`config.mk`:
```
export PLATFORM = sky130hd
export DESIGN_NAME = int_sequencer_flat
export DESIGN_NICKNAME = d
export VERILOG_FILES = /design/src/rtl/int_sequencer_if.sv /design/src/rtl/int_sequencer.sv /design/src/flat_wrapper.sv
export SDC_FILE = /design/constraint.sdc
export NUM_CORES = 1
export LEC_CHECK = 0
export ABC_AREA = 0
export BUFFER_PORTS_ARGS = -buffer_cell sky130_fd_sc_hd__buf_4
export CAP_MARGIN = 0
export CORE_AREA = 2 2 39 41
export DETAILED_ROUTE_END_ITERATION = 12
export DIE_AREA = 0 0 41 43
export MAX_ROUTING_LAYER = met4
export SYNTH_ARGS = -nofsm -noshare
export SYNTH_HDL_FRONTEND = slang
export SYNTH_SLANG_ARGS = --single-unit
```
`constraint.sdc`:
```
create_clock -name clk -period 4.2 [get_ports clk]
set_clock_uncertainty 0.1 [all_clocks]
set_input_delay 0.84 -clock clk [delete_from_list [all_inputs] [get_ports clk]]
set_output_delay 0.84 -clock clk [all_outputs]
set_load 0.005 [all_outputs]
```
`src/rtl/int_sequencer_if.sv`:
```
// int_sequencer_if -- signal bundle between the pipeline and the interrupt sequencer.
//
// Signals:
//   INT_in        external interrupt request
//   int_en        current INT flag (1 = interrupts enabled)
//   jmp_in_flight unresolved jump/branch in EX or MEM
//   mem_busy      data memory used this cycle by an older instruction
//   stall_if      freeze PC and IF/ID
//   flush_id      insert a bubble into ID/EX
//   push_pc       write the 32-bit PC to the stack
//   push_flags    write the flags word to the stack
//   load_vec      load PC from the interrupt vector
//   clr_int       clear the INT flag
//   state_out     current sequencer state, for debug
//
// Modports:
//   master  pipeline side (drives requests/status, receives commands)
//   slave   sequencer side
interface int_sequencer_if;
    logic       INT_in;
    logic       int_en;
    logic       jmp_in_flight;
    logic       mem_busy;
    logic       stall_if;
    logic       flush_id;
    logic       push_pc;
    logic       push_flags;
    logic       load_vec;
    logic       clr_int;
    logic [2:0] state_out;

    modport master (
        output INT_in, int_en, jmp_in_flight, mem_busy,
        input  stall_if, flush_id, push_pc, push_flags, load_vec, clr_int, state_out
    );

    modport slave (
        input  INT_in, int_en, jmp_in_flight, mem_busy,
        output stall_if, flush_id, push_pc, push_flags, load_vec, clr_int, state_out
    );
endinterface

```
`src/rtl/int_sequencer.sv`:
```
// int_sequencer -- interrupt entry sequencer for the pipeline.
//
// On an accepted interrupt the pipeline is stalled and flushed, in-flight
// instructions drain (at least 3 cycles, longer while a jump is unresolved),
// then PC and flags are pushed to the stack (each waiting for a free memory
// cycle), and finally the PC is loaded from the vector while INT is cleared.
//
// Ports:
//   clk    rising-edge clock
//   reset  synchronous active-high reset
//   bus    int_sequencer_if.slave (requests/status in, commands/debug out)
//
// Optional feature: define INT_PENDING_LATCH_EN to keep one interrupt request
// that arrives while busy or while interrupts are disabled, and serve it once
// the sequencer is idle with interrupts enabled.
module int_sequencer (
    input  logic             clk,
    input  logic             reset,
    int_sequencer_if.slave   bus
);

    typedef enum logic [2:0] {
        StIdle      = 3'd0,
        StDrain     = 3'd1,
        StPushPc    = 3'd2,
        StPushFlags = 3'd3,
        StLoadVec   = 3'd4
    } state_e;

    state_e     state_q, state_d;
    logic [1:0] drain_cnt_q, drain_cnt_d;
    logic       req;
    logic       accept;

`ifdef INT_PENDING_LATCH_EN
    logic pending_q, pending_d;

    assign req = bus.INT_in | pending_q;
`else
    assign req = bus.INT_in;
`endif

    assign accept = req & bus.int_en;

    // State register
    always_ff @(posedge clk) begin
        if (reset) begin
            state_q     <= StIdle;
            drain_cnt_q <= 2'd0;
`ifdef INT_PENDING_LATCH_EN
            pending_q   <= 1'b0;
`endif
        end else begin
            state_q     <= state_d;
            drain_cnt_q <= drain_cnt_d;
`ifdef INT_PENDING_LATCH_EN
            pending_q   <= pending_d;
`endif
        end
    end

    // Next-state logic
    always_comb begin
        state_d     = state_q;
        drain_cnt_d = drain_cnt_q;
        case (state_q)
            StIdle: begin
                if (accept) begin
                    state_d     = StDrain;
                    drain_cnt_d = 2'd2;
                end
            end
            StDrain: begin
                // Counter saturates at 0; exit only once no jump is unresolved.
                if (drain_cnt_q == 2'd0) begin
                    if (!bus.jmp_in_flight) begin
                        state_d = StPushPc;
                    end
                end else begin
                    drain_cnt_d = drain_cnt_q - 2'd1;
                end
            end
            StPushPc: begin
                if (!bus.mem_busy) begin
                    state_d = StPushFlags;
                end
            end
            StPushFlags: begin
                if (!bus.mem_busy) begin
                    state_d = StLoadVec;
                end
            end
            StLoadVec: begin
                state_d = StIdle;
            end
            default: begin
                // Unused encodings recover to idle.
                state_d     = StIdle;
                drain_cnt_d = 2'd0;
            end
        endcase
    end

`ifdef INT_PENDING_LATCH_EN
    // Single-entry pending latch: cleared when a sequence starts, set by a
    // request that cannot be accepted right now. Extra requests merge.
    always_comb begin
        pending_d = pending_q;
        if (state_q == StIdle && state_d == StDrain) begin
            pending_d = 1'b0;
        end else if (bus.INT_in && (state_q != StIdle || !bus.int_en)) begin
            pending_d = 1'b1;
        end
    end
`endif

    // Outputs: Moore decode of state; only the push commands see mem_busy.
    always_comb begin
        bus.stall_if   = 1'b0;
        bus.flush_id   = 1'b0;
        bus.push_pc    = 1'b0;
        bus.push_flags = 1'b0;
        bus.load_vec   = 1'b0;
        bus.clr_int    = 1'b0;
        case (state_q)
            StDrain: begin
                bus.stall_if = 1'b1;
                bus.flush_id = 1'b1;
            end
            StPushPc: begin
                bus.stall_if = 1'b1;
                bus.flush_id = 1'b1;
                bus.push_pc  = ~bus.mem_busy;
            end
            StPushFlags: begin
                bus.stall_if   = 1'b1;
                bus.flush_id   = 1'b1;
                bus.push_flags = ~bus.mem_busy;
            end
            StLoadVec: begin
                bus.stall_if = 1'b1;
                bus.flush_id = 1'b1;
                bus.load_vec = 1'b1;
                bus.clr_int  = 1'b1;
            end
            default: ;
        endcase
    end

    assign bus.state_out = state_q;

endmodule
```
`src/flat_wrapper.sv`:
```
// flat-port wrapper written by rule: the top's interface ports become plain ports
module int_sequencer_flat 
  (clk, reset, bus_INT_in, bus_int_en, bus_jmp_in_flight, bus_mem_busy, bus_stall_if, bus_flush_id, bus_push_pc, bus_push_flags, bus_load_vec, bus_clr_int, bus_state_out);
  int_sequencer_if bus_i ();
  input  logic clk;
  input  logic reset;
  input wire logic [$bits(bus_i.INT_in)-1:0] bus_INT_in;
  input wire logic [$bits(bus_i.int_en)-1:0] bus_int_en;
  input wire logic [$bits(bus_i.jmp_in_flight)-1:0] bus_jmp_in_flight;
  input wire logic [$bits(bus_i.mem_busy)-1:0] bus_mem_busy;
  output wire logic [$bits(bus_i.stall_if)-1:0] bus_stall_if;
  output wire logic [$bits(bus_i.flush_id)-1:0] bus_flush_id;
  output wire logic [$bits(bus_i.push_pc)-1:0] bus_push_pc;
  output wire logic [$bits(bus_i.push_flags)-1:0] bus_push_flags;
  output wire logic [$bits(bus_i.load_vec)-1:0] bus_load_vec;
  output wire logic [$bits(bus_i.clr_int)-1:0] bus_clr_int;
  output wire logic [$bits(bus_i.state_out)-1:0] bus_state_out;
  assign bus_i.INT_in = bus_INT_in;
  assign bus_i.int_en = bus_int_en;
  assign bus_i.jmp_in_flight = bus_jmp_in_flight;
  assign bus_i.mem_busy = bus_mem_busy;
  assign bus_stall_if = bus_i.stall_if;
  assign bus_flush_id = bus_i.flush_id;
  assign bus_push_pc = bus_i.push_pc;
  assign bus_push_flags = bus_i.push_flags;
  assign bus_load_vec = bus_i.load_vec;
  assign bus_clr_int = bus_i.clr_int;
  assign bus_state_out = bus_i.state_out;
  int_sequencer u_core (.clk(clk), .reset(reset), .bus(bus_i));
endmodule
```
**Word level (Yosys, flattened, before mapping)**

Cells that the tools add are included.

- Add/sub/neg operators: 1
- Equal/unequal tests: 10
- Mux-type cells: 13
- Bitwise logic cells: 3
- Reductions and logical operators: 6

Operator list:

| kind | count |
|---|---|
| 3-bit 2-to-1 mux | 5 |
| 3-bit case mux with 4 select lines | 1 |
| 2-bit != test, second input constant | 4 |
| 3-bit by 2-bit == test with 1-bit output, second input constant | 2 |
| 2-bit case mux with 3 select lines | 1 |
| 5-bit AND reduction | 1 |
| 1-bit 2-to-1 mux | 4 |
| 2-bit 2-to-1 mux | 2 |
| 2-bit by 1-bit != test with 1-bit output, second input constant | 2 |
| 4-bit OR reduction | 1 |
| 3-bit by 1-bit == test with 1-bit output, second input constant | 1 |
| 3-bit == test, second input constant | 1 |
| 3-bit logical NOT | 1 |
| 3-bit AND reduction | 1 |
| 3-bit OR reduction | 1 |
| 2-bit logical NOT | 1 |
| 1-bit NOT | 2 |
| 2-bit by 1-bit subtractor with 2-bit output, second input constant | 1 |
| 1-bit AND | 1 |

- Bits in registers: 5
- Input port bits: 6
- Output and inout bits: 9
- Logic and storage cells: 35

**Longest topological paths before layout**

Gate-level depths: netlist of run 1.

- Depth after elaboration: 4
- Depth in mapped cells: 5
- Mapped depth without buffers: 5

**Worst setup path before layout of run 1**

OpenSTA, ideal clock, no wires.

- Path type: input-to-output
- Start point: in bus_mem_busy
- End point: out bus_push_pc
- Arrival: 1.255 ns
- Required time: 3.260 ns
- Slack: 2.005 ns
- Stages: 2
- Cells stage by stage: nor2b_1 -> nor3b_1

- Word-level cells in the longest chain between the ends: 2

Ends and longest elaborated chain:

| what | line | text |
|---|---|---|
| start: declaration | flat_wrapper.sv:10 | `input wire logic [$bits(bus_i.mem_busy)-1:0] bus_mem_busy;` |
| 1-bit NOT | int_sequencer.sv:133 | `bus.push_pc = ~bus.mem_busy;` |
| 1-bit 2-to-1 mux | int_sequencer.sv:125 | `case (state_q)` |
| end: declaration | flat_wrapper.sv:13 | `output wire logic [$bits(bus_i.push_pc)-1:0] bus_push_pc;` |

No other way between the ends.

**Worst setup path after layout of run 1**

- Start point: in bus_mem_busy
- End point: out bus_push_flags

- Word-level cells in the longest chain between the ends: 2

Ends and longest elaborated chain:

| what | line | text |
|---|---|---|
| 1-bit NOT | int_sequencer.sv:138 | `bus.push_flags = ~bus.mem_busy;` |
| 1-bit 2-to-1 mux | int_sequencer.sv:125 |  |
| end: declaration | flat_wrapper.sv:14 | `output wire logic [$bits(bus_i.push_flags)-1:0] bus_push_flags;` |

No other way between the ends.

==> results of run 1 <==
## layout by cell type, fill, tap and decap left out
cell,synthesis,routed
a2111oi_0,1,1
and2_1,1,1
xnor2_1,1,1
nor3_1,2,2
or2_1,1,1
nor4bb_1,1,1
mux2_1,1,1
clkbuf_1,1,1
clkbuf_4,0,3
nor3b_1,2,2
mux2i_1,1,1
or3_1,1,1
nand2_1,3,3
o21ai_1,2,2
ha_1,1,1
o311ai_1,1,1
buf_4,2,14
o21ai_0,1,1
o311a_1,1,1
nand2b_1,1,1
o2bb2ai_1,1,1
nor2_1,5,5
inv_1,2,2
or3b_1,1,1
a21oi_1,2,2
dfxtp_1,5,5
nor2b_1,1,1
## power by group through the flow
stage,Clock [mW],Combinational [mW],Sequential [mW]
final,0.0556,0.0329,0.0568
after CTS,0.0592,0.0334,0.0568
after floorplan,0,0.0245,0.0538
after global placement,0,0.0330,0.0578
after global routing,0.0624,0.0371,0.0577
after detailed placement,0,0.0333,0.0577
## final cells by class
cell class | instances | area, um^2
repair buffers | 14 | 105
flip-flops and latches | 5 | 100
well taps | 16 | 20.0
multi-input cells | 32 | 209
clock buffers | 4 | 26.3
fillers | 153 | 916
inverters | 2 | 7.51
## per-stage QoR
stage | util | hold WS, ps | cells | power [mW]
floorplan | - | 442 | 44 | 0.0784
global placement | 0.319 | 460 | 69 | 0.0907
detailed placement | 0.319 | 473 | 69 | 0.0909
CTS | 0.338 | 485 | 73 | 0.149
global route | 0.338 | 531 | 73 | 0.157
finish | 0.338 | 470 | 73 | 0.145
## state kept, by name (all words and copies together), names as in the netlist
register and flops:
u_core.bus.state_out 3, u_core.drain_cnt_q 2
## cell families after synthesis
logic type	Yosys count
and+or+nand+nor	19
AOI/OAI and AO/OA	9
buffers and inverters	7
DFF	5
muxes	2
xor gates and xnor gates	1
adders and majority gates	1
## worst paths after layout
path,from,end,slack [ps],cells after the start
max,bus_mem_busy,bus_push_flags,1760,5
max reg2reg,u_core.drain_cnt_q[0]$_SDFFE_PP0P_,u_core.drain_cnt_q[1]$_SDFFE_PP0P_,2540,5
min reg2reg,u_core.drain_cnt_q[1]$_SDFFE_PP0P_,u_core.drain_cnt_q[1]$_SDFFE_PP0P_,470,3
min,u_core.drain_cnt_q[1]$_SDFFE_PP0P_,u_core.drain_cnt_q[1]$_SDFFE_PP0P_,470,3
## per-layer routing
metal	vias up	share of wire	GRT usage	routed length, um
li1	179	-	-	-
met1	156	0.42	0.114	310
met2	7	0.53	0.172	388
met3	0	0.045	0.0157	33
met4	0	0	0.0800	0
met5	-	0	-	0
## worst max-delay path, cell delays in order
cell     delay, ps
buf_4          110
nor2b_1        200
nand2_1        110
nor2_1         120
buf_4          120
==> run summary, run 1 <==
Largest area contributor in the netlist - dfxtp_1
Hold Buf Count CTS - 0
Clock root cell - clkbuf_4
Yosys top cell area share - 0.290
Power Density - 311 nW/um^2
Sequential power share - 0.391
Share of cells above drive strength 1 - 0.298
Total Nets Final - 65
Post-route clock period utilization - 0.582
Setup violators final - 0
Post-synth ARST share - 0
Clk pwr share - 0.383
Post-Syn Area - 345 um^2
Reg clk slew, reported paths - 40 ps
Design Area, Final - 468 um^2
Adder-cell share of the synthesized area - 0.0362
DR WL/cell - 10.0 um
Top cells by area, synth - dfxtp_1 (29%), nor2_1 (5.4%), buf_4 (4.3%), nor3b_1 (4.3%), ha_1 (3.6%)
HPWL after DPL - 548 um
Largest family of logic cells by synthesized area - simple AND/OR/NAND/NOR gates
First-pass detailed-route iteration total - 4
List of most frequent post-synthesis cells - dfxtp_1 (5), nor2_1 (5), nand2_1 (3)
Worst-Margin Slew - 409 ps
Number of enable flip-flop cells after synthesis - 0
Initial Util - 0.250
CTS tree - yes
Drt drc - 0
Fmax - 0.409 GHz
Simple-Gate Fraction of Synth Area - 0.304
Worst-path maximum fanout - 4
Antenna cells - 0
Final hold vios - 0
Final WL - 731 um
Htree depth - 1
Ys Warns - 0
Vias per Instance - 4.68
Crit start category - primary input
Arrival time at the worst endpoint - 1500 ps
Yosys cell types - 27
Total gr overflow - 0
Max IR drop VDD - 144 uV
Post-Route Setup TNS - 0 ps
Initial DRC Count - 5
Via count - 342
Die Y - 43 um
Part of the Yosys area used for sequential elements - 0.290
Initial antenna violation count - 0
Status - complete, no violations
Global-route wire length before repair - 1280 um
Total CTS buffers - 3
Worst Setup End Kind - output pin
Syn Nets - 51
Row count - 14
Critical Path RT - 3260 ps
Primary FF master, synth - dfxtp_1
CTS resizes - 0
Tmin final - 2440 ps
Vias in the first global route - 318
PnR worst setup slack - 1760 ps
Switching power - 38.6 uW
Largest net degree at the start of global routing - 15
Max_slew headroom - 0.727
Clock sink count - 5
Worst slack, placed - 1760 ps
Number of setup buffers added after CTS - 0
Mux share of post-synthesis cell area - 0.0616
Ports - 15
GP Congestion - 0.778
Xor/xnor share of the synthesized area - 0.0254
Pins Over Slew Limit - 0
Core Region - 1380 um^2
Static leakage - 0.210 nW
P_int - 107 uW
Placed Area - 442 um^2
Max cap viols - 0
Fraction of power spent switching nets - 0.265
RSZ-0062 raised after global routing - false
Buffers added on ports - 14
Crit Path Category - in -> out
DIE WIDTH - 41 um
Post-route ant nets - 0
Logic pwr share - 0.226
Compound-gate portion of the synthesized area - 0.178
Clock buffer depth - 2
Clk_lat worst skew - 240 ps
Synthesized instance count - 44
Global-route usage over all layers - 0.108
Area delta synth->final - 35.5%
Hold/Removal Path Class - reg -> reg
Die area - 1760 um^2
Flop and latch count out of synthesis - 5
Syn Area/Cell - 7.85 um^2
Power figures use the tool's default switching activity.
==> run 2: changes to the inputs <==
ABC_AREA = 1   (was 0)
clock period = 2.18 ns   (was 4.2 ns; I/O delays follow)
==> run summary, run 2 <==
Worst-path maximum fanout - 7 (+3)
Largest net degree at the start of global routing - 8 (-7)
Clock root cell - clkbuf_4
Die area - 1760 um^2 (unchanged)
Initial DRC Count - 6 (+1)
Core Util, Final - 0.355 (+0.0172)
Total CTS buffers - 3 (unchanged)
Crit Path Category - reg -> out
Most frequent cells in the layout - buf_4 (14), nand2_1 (13), nand3_1 (7)
HPWL after DPL - 635 um (+16%)
Antenna cells - 0 (unchanged)
Post-Syn Area - 355 um^2 (+2.9%)
Vias per Instance - 4.59 (-2.1%)
Core Region - 1380 um^2 (unchanged)
Fraction of power spent switching nets - 0.424 (+0.159)
Max reg flops - 3 (unchanged)
Hold Buf Count CTS - 0 (unchanged)
Part of the Yosys area used for sequential elements - 0.282 (-0.00816)
Initial Util - 0.257 (+0.00723)
Synthesized instance count - 55 (+25%)
Post-route ant nets - 0 (unchanged)
Worst Setup End Kind - output pin
Most common cell after layout, fill and taps aside - buf_4
List of most frequent post-synthesis cells - nand2_1 (13), nand3_1 (7), inv_1 (6), nor2_1 (6), dfxtp_1 (5)
Global-route usage over all layers - 0.118 (+0.00918)
Most common cell in the netlist - nand2_1
Drt drc - 0 (unchanged)
Flop and latch count out of synthesis - 5 (unchanged)
DR WL/cell - 8.92 um (-11%)
Primary FF master, synth - dfxtp_1
Clk_lat worst skew - 240 ps (about the same)
Final WL - 776 um (+6.2%)
Max_slew headroom - 0.837 (+0.110)
Syn Nets - 62 (+22%)
Clock buffer depth - 2 (unchanged)
CTS tree - yes
Area delta synth->final - 38.4%
Pins Over Slew Limit - 0 (unchanged)
DIE WIDTH - 41 um (unchanged)
Die Y - 43 um (unchanged)
Arrival time at the worst endpoint - 1230 ps (-270 ps)
Slowest stage cell, crit path - dfxtp_1
Hold WS - 268 ps (-202 ps)
Clk pwr share - 0.184 (-0.199)
Placed Area - 465 um^2 (+5.4%)
Ports - 15 (unchanged)
Row count - 14 (unchanged)
RSZ-0062 raised after global routing - false
Crit start category - flip-flop
P_int - 341 uW (+220%)
Sequential power share - 0.256 (-0.135)
Logic pwr share - 0.560 (+0.334)
Max incr delay on CP - 450 ps (+250 ps)
Max cap viols - 0 (unchanged)
Switching power - 251 uW (+550%)
Htree depth - 1 (unchanged)
Top cells by area, synth - dfxtp_1 (28%), nand2_1 (14%), nand3_1 (9.9%), nor2_2 (7.0%), inv_1 (6.3%)
Design Area, Final - 492 um^2 (+5.1%)
CTS resizes - 0 (unchanged)
Total gr overflow - 0 (unchanged)
Post-route clock period utilization - 0.809
GP Congestion - 0.687 (-12%)
Worst-Margin Slew - 245 ps (-164 ps)
Initial antenna violation count - 0 (unchanged)
Max IR drop VDD - 298 uV (+110%)
Number of setup buffers added after CTS - 0 (unchanged)
Status - complete, no violations
First-pass detailed-route iteration total - 4 (unchanged)
Share of cells above drive strength 1 - 0.352 (+0.0539)
Ys Warns - 0 (unchanged)
Syn Area/Cell - 6.46 um^2 (-18%)
Yosys cell types - 16 (-41%)
Worst path cell trace - inv_2, nand3_1, nand4_1, buf_4
Reg clk slew, reported paths - 40 ps (about the same)
Total Nets Final - 79 (+22%)
Critical Path RT - 1640 ps (-1620 ps)
Clock sink count - 5 (unchanged)
Fmax - 0.567 GHz
Number of enable flip-flop cells after synthesis - 0 (unchanged)
Via count - 399 (+17%)
Post-synth ARST share - 0 (unchanged)
Setup violators final - 0 (unchanged)
Static leakage - 0.273 nW (+30%)
Yosys top cell area share - 0.282 (-0.00816)
Post-Route Setup TNS - 0 ps (unchanged)
Vias in the first global route - 339 (+6.6%)
Tmin final - 1760 ps
Final hold vios - 0 (unchanged)
Power Density - 1200 nW/um^2 (+290%)
Hold/Removal Path Class - in -> reg
Buffers added on ports - 14 (unchanged)
Global-route wire length before repair - 1300 um (+1.1%)
Largest area contributor in the netlist - dfxtp_1
[run 2: final cells by class]
class / count / area (um^2)
clock buffer: 4 / 26.3
fill: 147 / 892
inverter: 8 / 30.0
multi-input combinational: 40 / 210
sequential: 5 / 100
tap: 16 / 20.0
timing repair buffer: 14 / 105
[run 2: kinds of logic (layout without fill, tap and decap cells)]
family	after synthesis	in the layout	synth area share
flops	5	5	0.282
compound gates	3	3	0.0634
fa+ha+maj	1	1	0.0352
simple gates	36	36	0.493
buf+inv	10	26	0.127
[run 2: stage by stage]
stage	instances	setup slack (ps)	power (mW)
finish	87	416	0.592
global route	87	320	0.667
CTS	87	411	0.602
detailed placement	83	682	0.488
global placement	83	674	0.489
floorplan	55	717	0.392
[run 2: power by group through the flow]
stage	sequential (mW)	clock, mW	combinational (mW)
floorplan	0.150	0	0.242
global placement	0.153	0	0.336
detailed placement	0.153	0	0.335
CTS	0.151	0.114	0.337
global route	0.156	0.120	0.390
finish	0.152	0.109	0.332
[run 2: layer usage]
layer  global-route usage  wire length (um)  vias to the layer above
li1                     -                 -                      211
met1                0.127               327                      173
met2                0.169               367                       13
met3               0.0157                62                        2
met4                0.120                19                        0
met5                    -                 0                        -
[run 2: path summary, 6_finish.rpt]
| check | to | depth (start not counted) | slack (ps) | start |
|---|---|---|---|---|
| hold / removal | u_core.bus.state_out[1]$_SDFFE_PP0P_ | 2 | 270 | reset |
| hold reg to reg | u_core.drain_cnt_q[0]$_SDFFE_PP0P_ | 2 | 390 | u_core.drain_cnt_q[0]$_SDFFE_PP0P_ |
| setup reg to reg | u_core.drain_cnt_q[1]$_SDFFE_PP0P_ | 7 | 860 | u_core.bus.state_out[1]$_SDFFE_PP0P_ |
| setup / recovery | bus_stall_if | 4 | 420 | u_core.bus.state_out[1]$_SDFFE_PP0P_ |
[run 2: critical path: cells and delay by family, from the launching register on]
kind                   cells  cell delay (ps)
flip-flops                 1              450
AND/OR/NAND/NOR            2              290
buffers and inverters      2              260
==> run 3: changes to the inputs <==
clock period = 1.65 ns   (was 2.18 ns; I/O delays follow)
==> run summary, run 3 (synthesis results as in run 2) <==
Status - complete, no violations
Final std cells w/o fill - 87 (unchanged)
Row count - 14 (unchanged)
Hold/Removal Path Class - in -> reg
Setup violators final - 0 (unchanged)
Switching power - 348 uW (+39%)
Buffers added on ports - 14 (unchanged)
Crit start category - flip-flop
Initial DRC Count - 9 (+3)
DIE WIDTH - 41 um (unchanged)
WL met3 - 65 um (+4.8%)
Static leakage - 0.277 nW (+1.4%)
Ports - 15 (unchanged)
Post-route clock period utilization - 0.954
Initial antenna violation count - 0 (unchanged)
Area of the multi-input gates - 225 um^2 (+7.1%)
Max IR drop VDD - 405 uV (+36%)
RSZ-0062 raised after global routing - false
Worst-Margin Slew - 171 ps (-73.7 ps)
Total Nets Final - 79 (unchanged)
Share of cells above drive strength 1 - 0.423 (+0.0704)
Clock sink count - 5 (unchanged)
Die area - 1760 um^2 (unchanged)
Clock buffer depth - 2 (unchanged)
Logic pwr share - 0.556 (-0.004)
Post-Route Setup TNS - 0 ps (unchanged)
Initial Util - 0.257 (unchanged)
Final hold vios - 0 (unchanged)
Fraction of power spent switching nets - 0.429 (+0.00455)
Critical Path RT - 1220 ps (-420 ps)
Hold WS - 148 ps (-120 ps)
Clk_lat worst skew - 250 ps (about the same)
Drt drc - 0 (unchanged)
Total CTS buffers - 3 (unchanged)
Die Y - 43 um (unchanged)
Most frequent cells in the layout - buf_4 (14), nand2_1 (13), inv_1 (6), nor2_1 (6), nand3_1 (5)
Fill count - 152 (+3.4%)
FF+latch area - 106 um^2 (+6.3%)
Most common cell after layout, fill and taps aside - buf_4
Tmin final - 1570 ps
Post-route ant nets - 0 (unchanged)
Via count - 392 (-1.8%)
Pins Over Slew Limit - 0 (unchanged)
Max_slew headroom - 0.886 (+0.0488)
Area delta synth->final - 44.4%
Sequential power share - 0.264 (+0.008)
First-pass detailed-route iteration total - 2 (-2)
Antenna cells - 0 (unchanged)
Fmax - 0.635 GHz
Htree depth - 1 (unchanged)
Number of setup buffers added after CTS - 0 (unchanged)
Met2 Wirelength - 360 um (-1.9%)
Global-route usage over all layers - 0.122 (+0.00425)
Global-route wire length before repair - 1260 um (-2.7%)
Core Region - 1380 um^2 (unchanged)
DR WL/cell - 9.47 um (+6.2%)
Worst Setup End Kind - output pin
GP Congestion - 0.687 (about the same)
Vias in the first global route - 325 (-4.1%)
Core Util, Final - 0.371 (+0.0154)
Final WL - 824 um (+6.2%)
Reg clk slew, reported paths - 40 ps (about the same)
Crit Path Category - reg -> out
Max Used Layer - met4
Largest net degree at the start of global routing - 8 (unchanged)
Max cap viols - 0 (unchanged)
P_int - 464 uW (+36%)
Wire length on met1 - 340 um (+4.0%)
Clock root cell - clkbuf_4
Arrival time at the worst endpoint - 1140 ps (-90 ps)
CTS tree - yes
Power Density - 1580 nW/um^2 (+31%)
Vias per Instance - 4.51 (-1.8%)
Worst-path maximum fanout - 6 (-1)
Hold Buf Count CTS - 0 (unchanged)
HPWL after DPL - 625 um (-1.5%)
Total gr overflow - 0 (unchanged)
Clk pwr share - 0.180 (-0.004)
Dpl cells - 83 (unchanged)
Max reg flops - 3 (unchanged)
run 3: cell counts in the layout (fill, tap and decap cells not counted):
Identical to the previous run, type by type.
run 3: worst paths after layout:
path / from / to / slack [ps] / cells after the start
worst max-delay path: u_core.bus.state_out[2]$_SDFFE_PP0P_ / bus_stall_if / 80 / 4
worst min-delay path: reset / u_core.bus.state_out[1]$_SDFFE_PP0P_ / 150 / 2
worst max register to register: u_core.drain_cnt_q[0]$_SDFFE_PP0P_ / u_core.drain_cnt_q[1]$_SDFFE_PP0P_ / 370 / 6
worst min register to register: u_core.drain_cnt_q[1]$_SDFFE_PP0P_ / u_core.drain_cnt_q[1]$_SDFFE_PP0P_ / 390 / 2
run 3: repair_timing:
action	in CTS	in global routing
gates resized for setup	2	5
endpoints found under the setup margin	2	4
cloned	0	0
run 3: routing by layer:
layer / GRT usage / vias up
met5: - / -
met4: 0.160 / 0
met3: 0.0314 / 5
met2: 0.153 / 16
met1: 0.127 / 161
li1: - / 210
run 3: worst max-delay path, cell delays in order (launching register included):
cell and delay [ps]:
dfxtp_2 410, nor2_4 70, nand2_1 130, nand4_1 130, buf_4 150
run 3: area by class of cell:
class                      count  share of cell area
clock buffer                   4              0.0512
multi-input combinational     40               0.439
inverter                       8              0.0585
tap                           16              0.0390
sequential                     5               0.207
timing repair buffer          14               0.205
run 3: stage by stage:
step / power, mW / cell area, um^2 / setup slack, ps
6_report: 0.812 / 513 / 76.1
5_1_grt: 0.906 / 513 / 12.7
4_1_cts: 0.800 / 494 / 8.85
3_5_place_dp: 0.645 / 465 / 263
3_3_place_gp: 0.646 / 465 / 250
2_1_floorplan: 0.518 / 355 / 293
run 3: power by group through the flow:
stage,clock network (mW),registers [mW],logic [mW]
finish,0.146,0.214,0.451
global route,0.162,0.223,0.521
CTS,0.150,0.202,0.448
detailed placement,0,0.202,0.443
global placement,0,0.202,0.444
floorplan,0,0.198,0.320
